## src/rtl/wb_arb_pkg.sv

```systemverilog
// Shared encodings for the two-master Wishbone arbiter: FSM states and one-hot grant values.
package wb_arb_pkg;

    typedef enum logic [1:0] {
        StIdle = 2'd0,
        StGnt0 = 2'd1,
        StGnt1 = 2'd2
    } state_e;

    localparam logic [1:0] GrantNone = 2'b00;
    localparam logic [1:0] Grant0    = 2'b01;
    localparam logic [1:0] Grant1    = 2'b10;

    function automatic logic [1:0] grant_of(state_e st);
        logic [1:0] g;
        case (st)
            StGnt0:  g = Grant0;
            StGnt1:  g = Grant1;
            default: g = GrantNone;
        endcase
        return g;
    endfunction

endpackage

```

## src/rtl/wb_arb_watchdog.sv

```systemverilog
// Stall watchdog: counts strobed cycles without termination and fires a forced error at the limit.
module wb_arb_watchdog #(
    parameter int unsigned timeout_cycles = 255,
    parameter int unsigned cnt_width      = 8
) (
    input  logic clk,
    input  logic reset_n,
    input  logic active,
    input  logic term,
    input  logic clear,
    output logic fire,
    output logic timeout_o
);

    localparam logic [cnt_width-1:0] limit =
        (timeout_cycles == 0) ? '0 : cnt_width'(timeout_cycles - 1);

    logic [cnt_width-1:0] cnt_q, cnt_d;
    logic                 timeout_q;

    assign fire = (timeout_cycles != 0) && active && !term && (cnt_q == limit);

    always_comb begin
        cnt_d = cnt_q;
        if (!active || term || clear || fire) begin
            cnt_d = '0;
        end else if (cnt_q != {cnt_width{1'b1}}) begin
            // Saturate so a disabled watchdog never wraps.
            cnt_d = cnt_q + cnt_width'(1);
        end
    end

    always_ff @(posedge clk or negedge reset_n) begin
        if (!reset_n) begin
            cnt_q     <= '0;
            timeout_q <= 1'b0;
        end else begin
            cnt_q     <= cnt_d;
            timeout_q <= fire;
        end
    end

    assign timeout_o = timeout_q;

endmodule

```

## src/rtl/wb_arbiter2.sv

```systemverilog
// Two-master to one-slave Wishbone arbiter: round-robin grant, locked for the owner's whole cycle.
module wb_arbiter2
    import wb_arb_pkg::*;
#(
    parameter int unsigned adr_width      = 32,
    parameter int unsigned timeout_cycles = 255,
    parameter int unsigned cnt_width      = 8
) (
    input  logic                 clk,
    input  logic                 reset_n,
    input  logic [adr_width-1:0] m0_adr_i,
    input  logic [31:0]          m0_dat_i,
    output logic [31:0]          m0_dat_o,
    input  logic [3:0]           m0_sel_i,
    input  logic                 m0_we_i,
    input  logic                 m0_cyc_i,
    input  logic                 m0_stb_i,
    output logic                 m0_ack_o,
    output logic                 m0_err_o,
    output logic                 m0_rty_o,
    input  logic [adr_width-1:0] m1_adr_i,
    input  logic [31:0]          m1_dat_i,
    output logic [31:0]          m1_dat_o,
    input  logic [3:0]           m1_sel_i,
    input  logic                 m1_we_i,
    input  logic                 m1_cyc_i,
    input  logic                 m1_stb_i,
    output logic                 m1_ack_o,
    output logic                 m1_err_o,
    output logic                 m1_rty_o,
    output logic [adr_width-1:0] s_adr_o,
    output logic [31:0]          s_dat_o,
    input  logic [31:0]          s_dat_i,
    output logic [3:0]           s_sel_o,
    output logic                 s_we_o,
    output logic                 s_cyc_o,
    output logic                 s_stb_o,
    input  logic                 s_ack_i,
    input  logic                 s_err_i,
    input  logic                 s_rty_i,
    output logic [1:0]           grant_o,
    output logic                 timeout_o
);

    state_e     state_q, state_d;
    logic       last_q, last_d;
    logic [1:0] grant_q, grant_d;
    logic       stb_raw;
    logic       term;
    logic       wd_fire;

    always_ff @(posedge clk or negedge reset_n) begin
        if (!reset_n) begin
            state_q <= StIdle;
            last_q  <= 1'b1;
            grant_q <= GrantNone;
        end else begin
            state_q <= state_d;
            last_q  <= last_d;
            grant_q <= grant_d;
        end
    end

    // The owner keeps the bus until its cyc drops; a waiting master then takes over directly.
    always_comb begin
        state_d = state_q;
        last_d  = last_q;
        unique case (state_q)
            StIdle: begin
                if (m0_cyc_i && m1_cyc_i) begin
                    state_d = last_q ? StGnt0 : StGnt1;
                end else if (m0_cyc_i) begin
                    state_d = StGnt0;
                end else if (m1_cyc_i) begin
                    state_d = StGnt1;
                end
            end
            StGnt0: begin
                if (!m0_cyc_i) begin
                    last_d  = 1'b0;
                    state_d = m1_cyc_i ? StGnt1 : StIdle;
                end
            end
            StGnt1: begin
                if (!m1_cyc_i) begin
                    last_d  = 1'b1;
                    state_d = m0_cyc_i ? StGnt0 : StIdle;
                end
            end
            default: state_d = StIdle;
        endcase
        grant_d = grant_of(state_d);
    end

    always_comb begin
        s_adr_o = m0_adr_i;
        s_dat_o = m0_dat_i;
        s_sel_o = m0_sel_i;
        s_we_o  = 1'b0;
        s_cyc_o = 1'b0;
        stb_raw = 1'b0;
        unique case (state_q)
            StGnt0: begin
                s_we_o  = m0_we_i;
                s_cyc_o = m0_cyc_i;
                stb_raw = m0_stb_i;
            end
            StGnt1: begin
                s_adr_o = m1_adr_i;
                s_dat_o = m1_dat_i;
                s_sel_o = m1_sel_i;
                s_we_o  = m1_we_i;
                s_cyc_o = m1_cyc_i;
                stb_raw = m1_stb_i;
            end
            default: ;
        endcase
    end

    assign term    = s_ack_i | s_err_i | s_rty_i;
    assign s_stb_o = stb_raw & ~wd_fire;

    wb_arb_watchdog #(
        .timeout_cycles (timeout_cycles),
        .cnt_width      (cnt_width)
    ) u_watchdog (
        .clk       (clk),
        .reset_n   (reset_n),
        .active    (s_cyc_o & stb_raw),
        .term      (term),
        .clear     (state_d != state_q),
        .fire      (wd_fire),
        .timeout_o (timeout_o)
    );

    assign m0_dat_o = s_dat_i;
    assign m1_dat_o = s_dat_i;
    assign m0_ack_o = s_ack_i & grant_q[0];
    assign m0_rty_o = s_rty_i & grant_q[0];
    assign m0_err_o = (s_err_i | wd_fire) & grant_q[0];
    assign m1_ack_o = s_ack_i & grant_q[1];
    assign m1_rty_o = s_rty_i & grant_q[1];
    assign m1_err_o = (s_err_i | wd_fire) & grant_q[1];
    assign grant_o  = grant_q;

endmodule

```

## config.mk

```make
export PLATFORM = sky130hd
export DESIGN_NAME = wb_arbiter2
export DESIGN_NICKNAME = d
export VERILOG_FILES = /design/src/rtl/wb_arb_pkg.sv /design/src/rtl/wb_arb_watchdog.sv /design/src/rtl/wb_arbiter2.sv
export SDC_FILE = /design/constraint.sdc
export NUM_CORES = 1
export LEC_CHECK = 0
export CORE_AREA = 2 2 124 126
export DETAILED_ROUTE_END_ITERATION = 10
export DIE_AREA = 0 0 126 128
export DONT_BUFFER_PORTS = 1
export HOLD_SLACK_MARGIN = 0.1
export PLACE_DENSITY = 0.41
export SLEW_MARGIN = 0
export SYNTH_ARGS = -nofsm -noshare
export SYNTH_HDL_FRONTEND = slang
export SYNTH_HIERARCHICAL = 1
export SYNTH_SLANG_ARGS = --single-unit
```

## constraint.sdc

```tcl
create_clock -name clk -period 2.4 [get_ports clk]
set_input_delay 0.48 -clock clk [delete_from_list [all_inputs] [get_ports clk]]
set_output_delay 0.48 -clock clk [all_outputs]
set_load 0.02 [all_outputs]
```

Word-level counts from Yosys, hierarchy flattened
Cells that the tools add are included.

$add $sub $neg: 1. $mul: 0. Div/mod/pow operators: 0. Order comparisons: 0. Equality and inequality tests: 9. Shifts and indexed selects: 0. Multiplexer cells: 21. Bitwise operators: 12. Reductions and logical operators: 12.

Operators by type and width (count): two-way mux 32 bit (2); two-way mux 8 bit (2); two-way mux 2 bit (7); adder 8 x 1 -> 8 bit, second input constant (1); bitwise AND 1 bit (8); == test 8 bit, second input constant (1); != test 8 bit, second input constant (1); one-hot mux 1 bit (2 select lines) (4); one-hot mux 2 bit (3 select lines) (1); == test 2 x 1 -> 1 bit, second input constant (2); == test 2 bit, second input constant (2); two-way mux 4 bit (1); != test 2 bit, second input constant (2); one-hot mux 2 bit (2 select lines) (1); nonzero test 2 bit (2); logical AND 1 bit (3); logical OR 1 bit (3); two-way mux 1 bit (3); OR 1 bit (3); AND reduction 3 bit (1); logical NOT 1 bit (2); logical NOT 2 bit (1); != test 2 bit (1); inverter 1 bit (1).

Bits in registers: 14. Latch bits: 0. Memory bits (writable): 0. Memory bits (read-only): 0. Bits of input ports: 179. Output and inout bits: 144. Logic and storage cells: 60. Memories: 0.

Depth between registers and ports, before layout
Depth in word-level cells: 8. Depth in mapped cells: 10. Mapped depth without buffers: 9.

Hierarchy
Netlist, hierarchy kept.

Modules (own cells, without submodules): wb_arbiter2 (times used 1, cells each 211, area an instance 1834.3 µm², sequential area each 126.4 µm²); wb_arb_watchdog (times used 1, cells each 50, area an instance 484.2 µm², sequential area each 225.2 µm²).

Least setup slack after synthesis
No wires, ideal clock.

Path type: register to output. Start point: register state_q[0]. End point: output m0_err_o. Arrival: 2.012 ns. Required time: 1.920 ns. Slack: -0.092 ns. Stages on the path, launching flop included: 9. Path buffers: 1. Cells stage by stage: dfrtp_1 -> inv_1 -> ha_1 -> clkbuf_1 -> a22o_1 -> nand2_1 -> nor2_1 -> nor4b_1 -> o21a_1.

Word-level cells in the longest chain between the ends: 7. Elaborated cells between the ends (all ways): 9. Those cells by class: eq/ne: 2; mux: 2; bitwise: 3; reduce/logical: 2.

RTL lines: from (decl) (line wb_arbiter2.sv:45) `state_e state_q, state_d;`; from (signal assigned) (line wb_arbiter2.sv:54) `state_q <= StIdle;`; from (signal assigned) (line wb_arbiter2.sv:58) `state_q <= state_d;`; == test 2 bit / == test 2 x 1 -> 1 bit (equally long branches) (line wb_arbiter2.sv:102) `unique case (state_q)`; one-hot mux 1 bit (2 select lines) (line wb_arbiter2.sv:102); bitwise AND 1 bit * (line wb_arbiter2.sv:129) `.active (s_cyc_o & stb_raw),`; logical AND 1 bit * (2 in series) (line wb_arb_watchdog.sv:21) `assign fire = (timeout_cycles != 0) && active && !term && (cnt_q == limit);`; net wd_fire (line wb_arbiter2.sv:50) `logic wd_fire;`; OR 1 bit * (line wb_arbiter2.sv:140) `assign m0_err_o = (s_err_i | wd_fire) & grant_q[0];`; bitwise AND 1 bit * (line wb_arbiter2.sv:140); to (decl) (line wb_arbiter2.sv:19) `output logic m0_err_o,`.

Mark *: on every way through the listed nets, which the timed path passes. The rest lies on a longest branch.

Worst setup path in the final report
Start point: register state_q[0]. End point: output s_stb_o.

Word-level cells in the longest chain between the ends: 7. Elaborated cells between the ends (all ways): 9. Those cells by class: eq/ne: 2; mux: 2; bitwise: 3; reduce/logical: 2.

RTL lines: == test 2 bit / == test 2 x 1 -> 1 bit (equally long branches) (line wb_arbiter2.sv:102); one-hot mux 1 bit (2 select lines) (line wb_arbiter2.sv:102); bitwise AND 1 bit * (line wb_arbiter2.sv:129); logical AND 1 bit * (2 in series) (line wb_arb_watchdog.sv:21); net wd_fire (line wb_arbiter2.sv:50); inverter 1 bit * (line wb_arbiter2.sv:121) `assign s_stb_o = stb_raw & ~wd_fire;`; bitwise AND 1 bit * (line wb_arbiter2.sv:121); to (decl) (line wb_arbiter2.sv:37) `output logic s_stb_o,`.

Marks and branches as above.

==> impl_metrics.csv <==
group,metric,value,unit
yosys,synth_nets,446,
worst_setup_path,r2r_setup_slack,160,ps
global_routing,grtUsageMet1,8.819,%
sta,rsz0062_at_grt,"false",
yosys,postSynthCellCount,261,
floorplanning,die_w,126,um
yosys,yosysTopAreaCell,"mux2_2",
clock_tree,cts_sinks,14,
place,dpl-instance-area,0.002095,mm2
cells_and_area,regArea,352.8,um2
clock_tree,clk-insertion-delay-late,240,ps
floorplanning,die_area,0.01613,mm2
sta,setup_tns,0,ps
sta,finClkSkew,2.450,ps
cells_and_area,multi_input_area,0.001455,mm2
global_routing,grt_pass1_vias,1468,
worst_setup_path,path_cells,"buf_4, ha_4, a22o_1, nand2_2, nor2_2, nor4b_4, nor2_1",
worst_setup_path,cpLargestDelayFamily,"simple AND/OR/NAND/NOR gates",
status,status,"complete, no violations",
routing,drc,0,
clock_tree,clk_pin_slew_worst_paths,50,ps
clock_tree,cts_made_buffers,3,
routing,routed_wirelength,7.410,mm
global_routing,grt.busiest_layer,"met2",
yosys,synth.distinct_cells,45,
pwr,vdd_ir_drop_max,0.2467,mV
place,io_buffers,0,
sta,worstMarginPinSlew,702.9,ps
place,gp_congestion,0.8890,
routing,via_count,1684,
sta,max_freq,437.8,MHz
flow_run,max_cap_violations,0,
routing,firstDrtPassIters,4,
cells_and_area,n_fill_cell,1695,
clock_tree,cts_root_buf,"clkbuf_16",
worst_setup_path,cp_slowest_cell,"dfrtp_1",
floorplanning,ioPinCount,323,
global_routing,met2_usage,14.20,%
worst_setup_path,endpoint_kind,"output pin",
worst_setup_path,crit_buf_inv,1,
global_routing,antenna_found_initial,1,
sta,maxSlewViolCount,0,
yosys,synth-main-ff-cell,"dfrtp_1",
clock_tree,htree_levels,1,
worst_hold_path,hp-class,"input pin to flop",
yosys,yosys-top-cells-count,"mux2_2 (68), buf_4 (65), dfrtp_1 (13)",
worst_setup_path,worstSetupPathType,"flop to output pin",
routing,via_per_inst,4.296,
yosys,async_reset_ff_share,100.0,%
cells_and_area,final_area,0.002281,mm2
cells_and_area,fin_cells,392,
clock_tree,tritoncts,"done",
sta,final-hold-violation-count,0,
floorplanning,core-area,0.01486,mm2
yosys,synth-edff-count,0,
worst_setup_path,critPathMaxStageDelay,380,ps
sta,fin_crit_sh,95.18,%
routing,routedWlPerCell,18.90,um
global_routing,overflow,0,
pwr,p_per_area,1101,mW/mm2
worst_setup_path,startpoint_type,"flop",
yosys,synth-seq-cells,14,
cells_and_area,drive_above_1_share,52.94,%
worst_setup_path,crit_fanout,8,
clock_tree,ctsLongestPathBuffers,2,
cells_and_area,area_growth,-1.619,%
cells_and_area,antenna_cells,0,
global_routing,grt_pass1_wl,9.646,mm
routing,drt_iter0_markers,115,
place,dp_hpwl,6.421,mm
global_routing,grt_max_degree,41,
global_routing,grt_use_met3,3.422,%
place,placed_cells,383,
yosys,yosysMostFrequentCell,"mux2_2",
sta,slew_headroom,52.99,%
sta,period_needed,2284,ps
yosys,syn_area_per_cell,8.883,um2
routing,antenna_left,0,
yosys,synth_top_area_share,33.03,%
yosys,synthesis.area,0.002318,mm2
cells_and_area,nNetsFinal,390,
yosys,yosysSeqAreaShare,15.16,%
sta,setup_viol,0,
floorplanning,start_util,15.60,%
pwr,p_total,2.512,mW
yosys,synth_area_leaders,"mux2_2 (33%), buf_4 (21%), dfrtp_1 (14%)",
floorplanning,die_h,128,um
floorplanning,rows,45,
global_routing,grt.total_usage,7.816,%
yosys,yosys_warnings,6,
pwr,p_leak,0.7933,nW
worst_setup_path,cp.arrival,1800,ps
worst_setup_path,crit_required,1920,ps
metrics by stage:
step                hold WS (ps)  util, %  setup slack, ps
global route               390.3    15.35            4.897
floorplan                  184.4        -            66.39
CTS                        392.3    14.95            17.52
global placement           185.0    14.09            25.96
detailed placement         185.1    14.09           -49.01
finish                     395.0    15.35            115.6
flip-flops by register name, summed over array words and instances, names as in the netlist:
register,flops
u_watchdog/cnt_q,8
last_q,1
grant_o,2
state_q,2
u_watchdog/timeout_o,1
cell families (layout without fill, tap and decap cells):
family / Yosys count / after routing / synth area share [%]
buffers and inverters: 85 / 28 / 25.04
and+or+nand+nor: 52 / 52 / 13.11
AOI/OAI and AO/OA: 36 / 36 / 10.42
DFF: 14 / 14 / 15.16
adders and majority gates: 6 / 6 / 3.238
muxes: 68 / 68 / 33.03
layer usage:
metal	vias up	wire length [um]
met5	-	13
li1	762	-
met4	2	16
met2	147	4045
met3	7	791
met1	766	2544
cells in the final DEF (no fill, tap or decap), types with 3 or more instances in the layout:
cell type and count:
dfrtp_1 12, a31oi_1 4, buf_4 14, nor2_1 7, or3_1 3, o21ai_0 4
nand3_1 4, inv_1 4, mux2_2 68, nand2_1 7, and2_1 4, a21oi_1 9
clkbuf_16 3, a211oi_1 3, nor3_1 7, inv_2 3
worst paths after layout:
| check | start | to | depth (start not counted) |
|---|---|---|---|
| worst min-delay path | m0_cyc_i | last_q$_DFFE_PN1P_ | 2 |
| worst max register to register | state_q[1]$_DFF_PN0_ | u_watchdog/cnt_q[5]$_DFFE_PN0P_ | 9 |
| min in group asynchronous | reset_n | u_watchdog/cnt_q[7]$_DFFE_PN0P_ | 1 |
| max in group asynchronous | reset_n | state_q[1]$_DFF_PN0_ | 1 |
| worst min register to register | last_q$_DFFE_PN1P_ | last_q$_DFFE_PN1P_ | 2 |
| worst max-delay path | state_q[0]$_DFF_PN0_ | s_stb_o | 7 |
where the power goes:
group	internal, mW	switching, mW	leakage, nW
Clock	0.225	0.0982	0.0382
Combinational	0.741	1.11	0.569
Sequential	0.281	0.0621	0.187
timing repair:
action                     in CTS  in global routing
setup buffers                   0                  4
hold endpoints to repair       14                  0
hold buffers                    1                  0
gates resized for setup        10                 10
pin swaps                       3                  3
setup endpoints to repair      19                 11
cell type report:
type	instances	share of cell area [%]
Multi-Input combinational cell	162	63.80
Sequential cell	14	15.47
Tap cell	188	10.31
Timing Repair Buffer	16	5.540
Clock buffer	4	3.456
Inverter	8	1.426
No activity file was read; power rests on OpenSTA's default activity.
